**config.mk**
```make
export PLATFORM = sky130hd
export DESIGN_NAME = conv_sequencer
export DESIGN_NICKNAME = d
export VERILOG_FILES = /design/src/rtl/conv_pkg.sv /design/src/rtl/conv_issue_counter.sv /design/src/rtl/conv_sequencer.sv
export SDC_FILE = /design/constraint.sdc
export NUM_CORES = 1
export LEC_CHECK = 0
export CAP_MARGIN = 20
export CORE_ASPECT_RATIO = 0.75
export CORE_MARGIN = 2
export CORE_UTILIZATION = 40
export CTS_BUF_LIST = sky130_fd_sc_hd__clkbuf_4
export CTS_CLUSTER_SIZE = 14
export DETAILED_ROUTE_END_ITERATION = 8
export GPL_TIMING_DRIVEN = 0
export HOLD_SLACK_MARGIN = 0.12
export PLACE_DENSITY = 0.7
export SYNTH_ARGS = -nofsm -noshare
export SYNTH_HDL_FRONTEND = slang
export SYNTH_HIERARCHICAL = 1
export SYNTH_SLANG_ARGS = --single-unit
```
**constraint.sdc**
```tcl
create_clock -name clk -period 2.5 [get_ports clk]
set_clock_uncertainty 0.2 [all_clocks]
set_input_delay 0.375 -clock clk [delete_from_list [all_inputs] [get_ports clk]]
set_output_delay 0.375 -clock clk [all_outputs]
set_load 0.02 [all_outputs]
```
**src/rtl/conv_pkg.sv**
```systemverilog
// Shared state type and default geometry for the 3-tap image streaming path.
package conv_pkg;

    localparam int unsigned DEF_IMG_SIZE   = 5;
    localparam int unsigned DEF_DATA_WIDTH = 8;
    localparam int unsigned DEF_KERNEL     = 3;
    localparam int unsigned DEF_OUT_SIZE   = DEF_IMG_SIZE - DEF_KERNEL + 1;
    localparam int unsigned DEF_N_PIX      = DEF_IMG_SIZE * DEF_IMG_SIZE;
    localparam int unsigned DEF_N_ISSUE    = DEF_OUT_SIZE * DEF_OUT_SIZE * DEF_KERNEL;
    localparam int unsigned DEF_PIX_AW     = $clog2(DEF_N_PIX);
    localparam int unsigned DEF_ISSUE_W    = $clog2(DEF_N_ISSUE + 1);

    typedef enum logic [2:0] {
        ST_IDLE,
        ST_CLEAR,
        ST_LOAD,
        ST_STREAM,
        ST_DRAIN,
        ST_DONE
    } conv_state_e;

endpackage

```
**src/rtl/conv_issue_counter.sv**
```systemverilog
// Counts issued read strobes and the tap position within a window row;
// flags the final tap of a row and the final issue of a frame.
module conv_issue_counter #(
    parameter int unsigned N_ISSUE = 27,
    parameter int unsigned KERNEL  = 3
) (
    input  logic clk,
    input  logic rst,
    input  logic clear_i,
    input  logic advance_i,
    output logic is_tap_last_o,
    output logic is_final_o
);

    localparam int unsigned CW = $clog2(N_ISSUE + 1);
    localparam int unsigned KW = (KERNEL > 1) ? $clog2(KERNEL) : 1;
    localparam logic [CW-1:0] LAST_ISSUE = CW'(N_ISSUE - 1);
    localparam logic [KW-1:0] LAST_TAP   = KW'(KERNEL - 1);

    logic [CW-1:0] issue_cnt_q;
    logic [KW-1:0] tap_q;

    always_ff @(posedge clk) begin
        if (rst || clear_i) begin
            issue_cnt_q <= '0;
            tap_q       <= '0;
        end else if (advance_i) begin
            issue_cnt_q <= issue_cnt_q + CW'(1);
            tap_q       <= (tap_q == LAST_TAP) ? '0 : tap_q + KW'(1);
        end
    end

    assign is_tap_last_o = (tap_q == LAST_TAP);
    assign is_final_o    = (issue_cnt_q == LAST_ISSUE);

endmodule

```
**src/rtl/conv_sequencer.sv**
```systemverilog
// Frame controller: preloads an image into the buffer from a valid/ready
// stream, then issues the window read strobes under MAC backpressure.
module conv_sequencer
    import conv_pkg::*;
#(
    parameter int unsigned IMG_SIZE   = DEF_IMG_SIZE,
    parameter int unsigned DATA_WIDTH = DEF_DATA_WIDTH,
    parameter int unsigned KERNEL     = DEF_KERNEL
) (
    input  logic                                  clk,
    input  logic                                  rst,
    input  logic                                  start,
    input  logic                                  abort,
    input  logic                                  in_valid,
    input  logic [DATA_WIDTH-1:0]                 in_pixel,
    output logic                                  in_ready,
    input  logic                                  mac_ready,
    output logic                                  buf_clear,
    output logic                                  buf_preload_en,
    output logic [$clog2(IMG_SIZE*IMG_SIZE)-1:0]  buf_preload_addr,
    output logic [DATA_WIDTH-1:0]                 buf_preload_pixel,
    output logic                                  buf_preload_done,
    output logic                                  buf_enable,
    output logic                                  buf_next_pixel,
    output logic                                  tap_last,
    output logic                                  frame_last,
    output logic                                  busy,
    output logic                                  done
);

    localparam int unsigned OUT_SIZE = IMG_SIZE - KERNEL + 1;
    localparam int unsigned N_PIX    = IMG_SIZE * IMG_SIZE;
    localparam int unsigned N_ISSUE  = OUT_SIZE * OUT_SIZE * KERNEL;
    localparam int unsigned PIX_AW   = $clog2(N_PIX);
    localparam logic [PIX_AW-1:0] LAST_PIX = PIX_AW'(N_PIX - 1);

    conv_state_e       state_q;
    logic [PIX_AW-1:0] load_cnt_q;
    logic              preload_done_q;
    logic              tap_last_q;
    logic              frame_last_q;

    logic abort_eff;
    logic wr;
    logic strobe;
    logic issue_clear;
    logic is_tap_last;
    logic is_final;

    // abort outranks any same-cycle write or strobe, so gate both here
    assign abort_eff   = abort && (state_q != ST_IDLE);
    assign in_ready    = (state_q == ST_LOAD) && !abort;
    assign wr          = in_ready && in_valid;
    assign strobe      = (state_q == ST_STREAM) && mac_ready && !abort_eff;
    assign issue_clear = (state_q == ST_CLEAR) || abort_eff;

    conv_issue_counter #(
        .N_ISSUE (N_ISSUE),
        .KERNEL  (KERNEL)
    ) u_issue (
        .clk           (clk),
        .rst           (rst),
        .clear_i       (issue_clear),
        .advance_i     (strobe),
        .is_tap_last_o (is_tap_last),
        .is_final_o    (is_final)
    );

    always_ff @(posedge clk) begin
        if (rst) begin
            state_q        <= ST_IDLE;
            load_cnt_q     <= '0;
            preload_done_q <= 1'b0;
            tap_last_q     <= 1'b0;
            frame_last_q   <= 1'b0;
        end else begin
            tap_last_q   <= strobe && is_tap_last;
            frame_last_q <= strobe && is_final;
            if (abort_eff) begin
                state_q        <= ST_IDLE;
                load_cnt_q     <= '0;
                preload_done_q <= 1'b0;
            end else begin
                case (state_q)
                    ST_IDLE: begin
                        if (start) begin
                            state_q        <= ST_CLEAR;
                            preload_done_q <= 1'b0;
                        end
                    end
                    ST_CLEAR: begin
                        load_cnt_q <= '0;
                        state_q    <= ST_LOAD;
                    end
                    ST_LOAD: begin
                        if (wr) begin
                            load_cnt_q <= load_cnt_q + PIX_AW'(1);
                            if (load_cnt_q == LAST_PIX) begin
                                state_q        <= ST_STREAM;
                                preload_done_q <= 1'b1;
                            end
                        end
                    end
                    ST_STREAM: begin
                        if (strobe && is_final)
                            state_q <= ST_DRAIN;
                    end
                    ST_DRAIN: state_q <= ST_DONE;
                    ST_DONE:  state_q <= ST_IDLE;
                    default:  state_q <= ST_IDLE;
                endcase
            end
        end
    end

    assign buf_clear         = (state_q == ST_CLEAR) || abort_eff;
    assign buf_preload_en    = wr;
    assign buf_preload_addr  = wr ? load_cnt_q : '0;
    assign buf_preload_pixel = wr ? in_pixel : '0;
    assign buf_preload_done  = preload_done_q;
    assign buf_enable        = (state_q == ST_STREAM) || (state_q == ST_DRAIN);
    assign buf_next_pixel    = strobe;
    assign tap_last          = tap_last_q;
    assign frame_last        = frame_last_q;
    assign busy              = (state_q != ST_IDLE);
    assign done              = (state_q == ST_DONE);

endmodule
```
Yosys cells after proc, flatten, opt, wreduce, memory -nomap -nowiden

Index checks and enable logic that the tools add are counted.

Add/subtract/negate cells: 3
Equal/unequal tests: 12
Muxes and demuxes: 14
Reduce and logical (&&, ||, !) cells: 20

Operators by type and width:

| cell                                                 | number |
|---|---|
| one-hot mux 3 bit (5 select lines)                   | 1 |
| 2-to-1 mux 3 bit                                     | 4 |
| adder 5 x 1 -> 5 bit (second input constant)         | 2 |
| equality test 5 bit (second input constant)          | 2 |
| 2-to-1 mux 5 bit                                     | 2 |
| one-hot mux 5 bit (2 select lines)                   | 1 |
| 2-to-1 mux 8 bit                                     | 1 |
| AND reduction 4 bit                                  | 2 |
| logical AND 1 bit                                    | 7 |
| equality test 3 x 2 -> 1 bit (second input constant) | 2 |
| equality test 3 bit (second input constant)          | 2 |
| != test 2 bit (second input constant)                | 3 |
| nonzero test 2 bit                                   | 2 |
| equality test 3 x 1 -> 1 bit (second input constant) | 1 |
| zero test 3 bit                                      | 1 |
| logical OR 1 bit                                     | 3 |
| 2-to-1 mux 1 bit                                     | 3 |
| nonzero test 3 bit                                   | 1 |
| adder 2 x 1 -> 2 bit (second input constant)         | 1 |
| equality test 2 bit (second input constant)          | 1 |
| zero test 1 bit                                      | 2 |
| 2-to-1 mux 2 bit                                     | 1 |
| != test 2 x 1 -> 1 bit (second input constant)       | 1 |
| one-hot mux 1 bit (2 select lines)                   | 1 |
| other kinds (2)                                      | 2 |

Register bits: 18
Input port bits: 14
Output and inout bits: 23
Logic and storage cells: 56

Logic depth before layout (Yosys ltp)

Gate-level depths: netlist (run 1).

Word-level depth: 7
Mapped depth: 7
Gate-level depth less buffers: 6

By module

Netlist (run 1), hierarchy kept.

By module, submodules not included:

| module             | times used | cells each | area each (sq um) | seq. area each (sq um) |
|---|---|---|---|---|
| conv_sequencer     | 1          | 96         | 834.6             | 220.2 |
| conv_issue_counter | 1          | 35         | 350.3             | 140.1 |

Worst setup path before layout (run 1)

Ideal clock, no wire load.

Kind: register to register
Start: register state_q[2]
End: register u_issue.issue_cnt_q[3]
Setup time: 123 ps
Data arrival time: 1747 ps
Required time: 2177 ps
Setup slack: 430 ps
Stages on the path, launching flop included: 8
Path buffers: 2
Period minus slack after synthesis: 2070 ps
Cell sequence: dfxtp_1 -> buf_6 -> and3b_2 -> nand2_1 -> nor2_1 -> buf_6 -> nand4_1 -> mux2_1

Cells in the longest elaborated chain, start to end: 4
Elaborated cells between the ends (all ways): 9
Classes of those cells: eq/ne: 2; reduce/logical: 7

Ends and longest elaborated chain:

| item                   | line                     | text |
|---|---|---|
| from (decl)            | conv_sequencer.sv:37     | `conv_state_e state_q;` |
| from (signal assigned) | conv_sequencer.sv:71     | `state_q <= ST_IDLE;` |
| from (signal assigned) | conv_sequencer.sv:80     | `state_q <= ST_IDLE;` |
| from (signal assigned) | conv_sequencer.sv:87     | `state_q <= ST_CLEAR;` |
| nonzero test 3 bit     | conv_sequencer.sv:51     | `assign abort_eff = abort && (state_q != ST_IDLE);` |
| logical AND 1 bit      | conv_sequencer.sv:51     |  |
| zero test 1 bit        | conv_sequencer.sv:54     | `assign strobe = (state_q == ST_STREAM) && mac_ready && !abort_eff;` |
| logical AND 1 bit *    | conv_sequencer.sv:54     |  |
| net buf_next_pixel     | conv_sequencer.sv:24     | `output logic buf_next_pixel,` |
| to (signal assigned)   | conv_issue_counter.sv:28 | `issue_cnt_q <= issue_cnt_q + CW'(1);` |
| to (decl)              | conv_issue_counter.sv:20 | `logic [CW-1:0] issue_cnt_q;` |

The timed path passes the listed nets; every way through them passes the cells marked *.
A chain may end at the register's enable or synchronous reset.

Worst setup path in the final report (run 1)

Start: register state_q[0]
End: output port busy

Cells in the longest elaborated chain, start to end: 1

Ends and longest elaborated chain:

| item               | line                  | text |
|---|---|---|
| nonzero test 3 bit | conv_sequencer.sv:125 | `assign busy = (state_q != ST_IDLE);` |
| to (decl)          | conv_sequencer.sv:27  | `output logic busy,` |

Every way passes these cells.

==> metrics, run 1 <==
most frequent cells in the layout=clkdlybuf4s50_1, dfxtp_1, and3_1, dlygate4sd2_1, nor2_1; row count=17; reg-to-reg slack, setup=0.56 ns; CP cell instances=buf_6, or3_2, clkdlybuf4s50_1; number of flops mapped to enable cells by yosys=0; family with the most delay on the worst path=buffers and inverters; hpwl dp=2090 um; Final Setup Violations=0; share of the synthesized area in the top cell type=30.4%; Slew headroom=64.9%; dominant cells by area after synthesis=dfxtp_1, and3_1, ha_1; PwrDens=448 nW/um2; GRT overflow=0; flops & latches, synth=18; postcts setup bufs=0; post-synth net total=149; Critical path buffers and inverters=2; post-synthesis instance total=131; fin crit share=96.1%; Hold Crit Depth=2; Synth async-reset ratio=0%; post-synthesis sequential area ratio=30.4%; Yosys top cell by area=dfxtp_1; Reg clk slew, reported paths=0.11 ns; post-layout min period=2.40 ns; die area=3420 um2; vias in the first global route=1011; Final Hold Vio Count=0; DRC Markers=0; area grow syn2layout=35.9%; Syn Area/Cell=9.04 um2; die height=51.1 um; Num CTS Buffers=3; Synth Warn #=6; GRT Util Overall=17.3%; slowest CP cell=clkdlybuf4s50_1; n_diodes=0; crit start category=flip-flop; CTS Buffer Depth=2; initial antenna violation count=0; hold slack=0.308 ns; Worst setup EP type=output pin; crit path max fanout=10; Least-Margin Pin Slew=0.522 ns; R2R cell count=7; vias=1100; Setup CP Type=flip-flop to output pin; dpl ws=-0.478 ns; fin nets=190; top_reg_cell synth=dfxtp_1; largest net degree at the start of global routing=16; worst skew pair latency=0.30 ns; drt via density=5.26; layout cells sized above 1=15.2%; DRT iter0 DRCs=40; first-pass GRT wire length=4620 um; final RePlAce weighted congestion=0.725; Die W=66.8 um; IO Count=37; most common cell after layout, fill and taps aside=clkdlybuf4s50_1; setup repair after global routing missed its margin=false; Hold Path Class=flip-flop to flip-flop; total wire length=2710 um; Fmax achieved=416 MHz; Synth Cell Area=1180 um2; CTS tree=yes; PnR worst setup slack=0.0987 ns; CTS sink cnt=18; Starting Density=41.3%; drt pass-1 iters=4; Core Area=2870 um2; remaining antenna violation count=0; H-Tree Depth=1; outcome=complete, no violations; Worst Path Required=1.92 ns; fin. max-slew vios=0; maxcap violations=0; static leakage=0.694 nW; R2R Path Start=state_q[2]; worst hold start=u_issue/tap_q[1]; Max IR drop VDD=0.292 mV; post-synth cell types=43; DR WL/cell=12.9 um; Worst Setup SP=state_q[0]; port bufs=36; Min-Delay Endpoint=u_issue/tap_q[1]; Finished Layout Cells=209; Largest stage delay, worst path=0.55 ns; Critical R2R Capture=u_issue/issue_cnt_q[3]; critical path arrival=1.83 ns; Hold Buf Count CTS=0; placed cells=205; Root Buffer=clkbuf_4
## worst max path at each step
stage | endpoint | slack [ns] | cells after the start
after floorplan | u_issue/issue_cnt_q[3] | 0.43 | 7
after global placement | buf_preload_addr[2] | -0.47 | 5
after detailed placement | buf_preload_pixel[3] | -0.48 | 5
after CTS | buf_enable | 0.01 | 4
after global routing | buf_preload_addr[3] | 0.002 | 5
final | busy | 0.1 | 3
## routing by layer
metal	share of wire, %	global-route usage, %	up-vias
li1	-	-	563
met1	48	22.0	501
met2	42	29.2	33
met3	9.1	5.51	3
met4	0.52	3.06	0
met5	0	0	-
## what timing repair did
item | 4_1_cts | 5_1_grt
gates resized for setup | 20 | 12
endpoints found under the setup margin | 17 | 13
endpoints found under the hold margin | 0 | 0
## tightest hold or removal path, stage by stage, from the launching register on
cell	delay, ns
dfxtp_1	0.34
nand2b_1	0.07
a21oi_1	0.06
## report_power, final
part / internal (W) / switching (W) / total, W / leakage (nW)
sequential: 0.000296 / 0.0000101 / 0.000306 / 0.146
combinational: 0.000123 / 0.000140 / 0.000263 / 0.532
clock: 0.0000582 / 0.0000946 / 0.000153 / 0.0154
total: 0.000477 / 0.000244 / 0.000721 / 0.694
## final cells by class
class / count / area, um2
Multi-Input combinational cell: 99 / 744
Inverter: 7 / 26.3
Clock inverter: 1 / 3.75
Fill cell: 268 / 1260
Tap cell: 38 / 47.5
Buffer: 7 / 61.3
Clock buffer: 3 / 22.5
Timing Repair Buffer: 36 / 342
Sequential cell: 18 / 363
## per-stage QoR
step                      TNS [ns]  util [%]  cell area [um2]  total power [W]
after floorplan                  0         -             1180         0.000490
after CTS                        0      55.8             1600         0.000728
after detailed placement     -6.00      55.5             1590         0.000578
after global placement       -5.94      55.5             1590         0.000574
after global routing             0      56.1             1610         0.000772
final                            0      56.1             1610         0.000722
## cell families (layout without fill, tap and decap cells)
logic type,count (synthesis),in the layout,synth area share (%)
fa+ha+maj,4,4,4.22
xor+xnor,1,1,0.739
simple gates,68,68,39.7
flops,18,18,30.4
mux,5,5,4.44
buf+inv,14,54,7.07
compound gates,21,21,13.4
## registers in the layout (all words and copies together), names as in the netlist
name,cells
u_issue/tap_q,2
u_issue/issue_cnt_q,5
tap_last,1
frame_last,1
buf_preload_done,1
state_q,3
load_cnt_q,5
## cells in the mapped netlist, types with 2 or more instances
cell / number
a211oi_1: 6
a21oi_1: 7
and3_1: 11
and4b_1: 2
buf_6: 4
clkbuf_1: 2
dfxtp_1: 18
ha_1: 4
inv_1: 7
mux2_1: 2
mux2i_1: 3
nand2_1: 6
nand2b_1: 6
nand3_1: 2
nand3b_1: 5
nand4_1: 2
nand4b_1: 4
nand4bb_1: 3
nor2_1: 10
nor3_1: 2
nor3b_1: 2
o21ai_0: 2
Power figures use the tool's default switching activity.
==> run 2, diff against run 1 <==
- CORE_UTILIZATION: 40 -> 35
- PLACE_DENSITY: 0.7 -> unset
==> run 2 against run 1 <==
Via count fell by 0.55%. Sequential share of layout area barely moved. Global-route usage fell by 2.8 points. Critical path depth rose by 1. Sequential cell count did not move. Count of clock-buffer cells in the layout did not move. Register-to-register slack barely moved. Combinational power barely moved. Largest power group unchanged.
==> metrics, run 2 (synthesis results as in run 1) <==
outcome=complete, no violations (unchanged); drt pass-1 iters=4 (unchanged); fin nets=190 (unchanged); worst skew pair latency=0.30 ns (about the same); placed cells=207 (was 205); IO Count=37 (unchanged); Die W=71.2 um (was 66.8 um); Setup CP Type=flip-flop to output pin (unchanged); H-Tree Depth=1 (unchanged); footprint of the multi-input gates=742 um2 (was 744 um2); Fmax achieved=418 MHz (was 416 MHz); post-layout min period=2.39 ns (was 2.40 ns); n_diodes=0 (unchanged); row count=18 (was 17); hpwl dp=2070 um (was 2090 um); die area=3870 um2 (was 3420 um2); Slew headroom=67.6% (was 64.9%); most common cell after layout, fill and taps aside=clkdlybuf4s50_1 (unchanged); Register Area=363 um2 (unchanged); largest net degree at the start of global routing=16 (unchanged); Worst setup EP type=output pin (unchanged); Finished Layout Cells=211 (was 209); Hold Path Class=flip-flop to flip-flop (unchanged); cell internal pwr=0.000477 W (about the same); NetSw=0.000242 W (was 0.000244 W); Starting Density=36.3% (was 41.3%); setup repair after global routing missed its margin=false (unchanged); CTS sink cnt=18 (unchanged); Sequential Power Share=42.6% (was 42.4%); postcts setup bufs=0 (unchanged); drt via density=5.18 (was 5.26); fin. max-slew vios=0 (unchanged); Comb pwr share=36.4% (about the same); top flop regs=load_cnt_q: 5 flops, u_issue/issue_cnt_q: 5 flops, state_q: 3 flops (unchanged); PwrDens=446 nW/um2 (was 448 nW/um2); CTS tree=yes (unchanged); crit path max fanout=7 (was 10); total wire length=2740 um (was 2710 um); Core Area=3270 um2 (was 2870 um2); Least-Margin Pin Slew=0.485 ns (was 0.522 ns); vias in the first global route=987 (was 1011); die height=54.4 um (was 51.1 um); Final Hold Vio Count=0 (unchanged); Final Util=49.4% (was 56.1%); first-pass GRT wire length=4430 um (was 4620 um); GRT overflow=0 (unchanged); Fill cells=305 (was 268); static leakage=0.709 nW (was 0.694 nW); area grow syn2layout=36.1% (was 35.9%); layout cells sized above 1=13.5% (was 15.2%); DRT iter0 DRCs=24 (was 40); DR WL/cell=13.0 um (was 12.9 um); crit start category=flip-flop (unchanged); final RePlAce weighted congestion=0.768 (was 0.725); Num CTS Buffers=3 (unchanged); Final Setup Violations=0 (unchanged); critical path arrival=1.82 ns (was 1.83 ns); share of total power in the clock network=21.1% (was 21.2%); initial antenna violation count=0 (unchanged); DRC Markers=0 (unchanged); most frequent cells in the layout=clkdlybuf4s50_1, dfxtp_1, dlygate4sd2_1 (was clkdlybuf4s50_1, dfxtp_1, and3_1, dlygate4sd2_1, nor2_1); Worst Path Required=1.92 ns (about the same); Reg clk slew, reported paths=0.10 ns (was 0.11 ns); port bufs=36 (unchanged); Tot Pwr=0.000720 W (was 0.000722 W); GRT Util Overall=14.6% (was 17.3%); Hold Buf Count CTS=0 (unchanged); Sw Ratio=33.6% (was 33.8%); maxcap violations=0 (unchanged); fin crit share=95.7% (was 96.1%); Max IR drop VDD=0.287 mV (was 0.292 mV); remaining antenna violation count=0 (unchanged); CTS Buffer Depth=2 (unchanged); Root Buffer=clkbuf_4 (unchanged); vias=1094 (was 1100)
-- run 2: cell count changes in the layout (fill, tap and decap cells not counted) --
cell / before / now
dlygate4sd2_1: 11 / 15
clkbuf_4: 4 / 3
nand2_2: 1 / 0
clkdlybuf4s15_1: 3 / 1
buf_2: 0 / 1
clkbuf_2: 3 / 1
nand2_1: 5 / 6
-- run 2: stage by stage --
step	setup WS [ns]	setup TNS, ns	hold WS, ns	area [um2]
floorplan	0.430	0	0.252	1180
detailed placement	-0.487	-6.14	0.287	1600
global route	0.00413	0	0.334	1610
global placement	-0.488	-6.20	0.270	1600
finish	0.109	0	0.299	1610
CTS	0.0166	0	0.302	1610
-- run 2: routing by layer --
| metal | up-vias | track usage, % | wire length, um |
|---|---|---|---|
| met3 | 2 | 4.97 | 196 |
| met4 | 0 | 1.89 | 13 |
| met5 | - | 0 | 0 |
| met2 | 32 | 23.9 | 1110 |
| met1 | 493 | 19.2 | 1420 |
| li1 | 567 | - | - |
-- run 2: path summary, 6_finish.rpt --
check	startpoint	end	slack, ns	cells past startpoint
max	state_q[1]	buf_clear	0.11	4
max reg2reg	state_q[2]	u_issue/issue_cnt_q[3]	0.56	7
min reg2reg	u_issue/tap_q[1]	u_issue/tap_q[1]	0.30	2
min	u_issue/tap_q[1]	u_issue/tap_q[1]	0.30	2
-- run 2: worst max-delay path: stages (launching register included) --
cell and delay, ns:
dfxtp_2 0.36, or3b_2 0.46, clkbuf_1 0.18, nand2_1 0.19, clkdlybuf4s15_1 0.33
-- run 2: power groups by stage --
stage / Sequential, W / Combinational (W) / Clock (W)
4_1_cts: 0.000306 / 0.000261 / 0.000162
3_3_place_gp: 0.000312 / 0.000264 / 0
3_5_place_dp: 0.000312 / 0.000268 / 0
6_report: 0.000306 / 0.000262 / 0.000152
5_1_grt: 0.000308 / 0.000285 / 0.000171
2_1_floorplan: 0.000309 / 0.000180 / 0
-- run 2: cell type report --
cell class | count | share of cell area (%)
Multi-Input combinational cell | 99 | 46.0
Sequential cell | 18 | 22.5
Timing Repair Buffer | 36 | 21.5
Buffer | 7 | 3.65
Tap cell | 40 | 3.10
Inverter | 7 | 1.63
Clock buffer | 3 | 1.40
Clock inverter | 1 | 0.233
-- run 2: timing repair --
item / CTS / global route
endpoints found under the setup margin: 17 / 10
endpoints found under the hold margin: 0 / 0
gates resized for setup: 20 / 4
==> run 3, diff against run 2 <==
- HOLD_SLACK_MARGIN: 0.12 -> 0.15
==> results of run 3 <==
Final layout, timing and power as in run 2 (identical DEF).
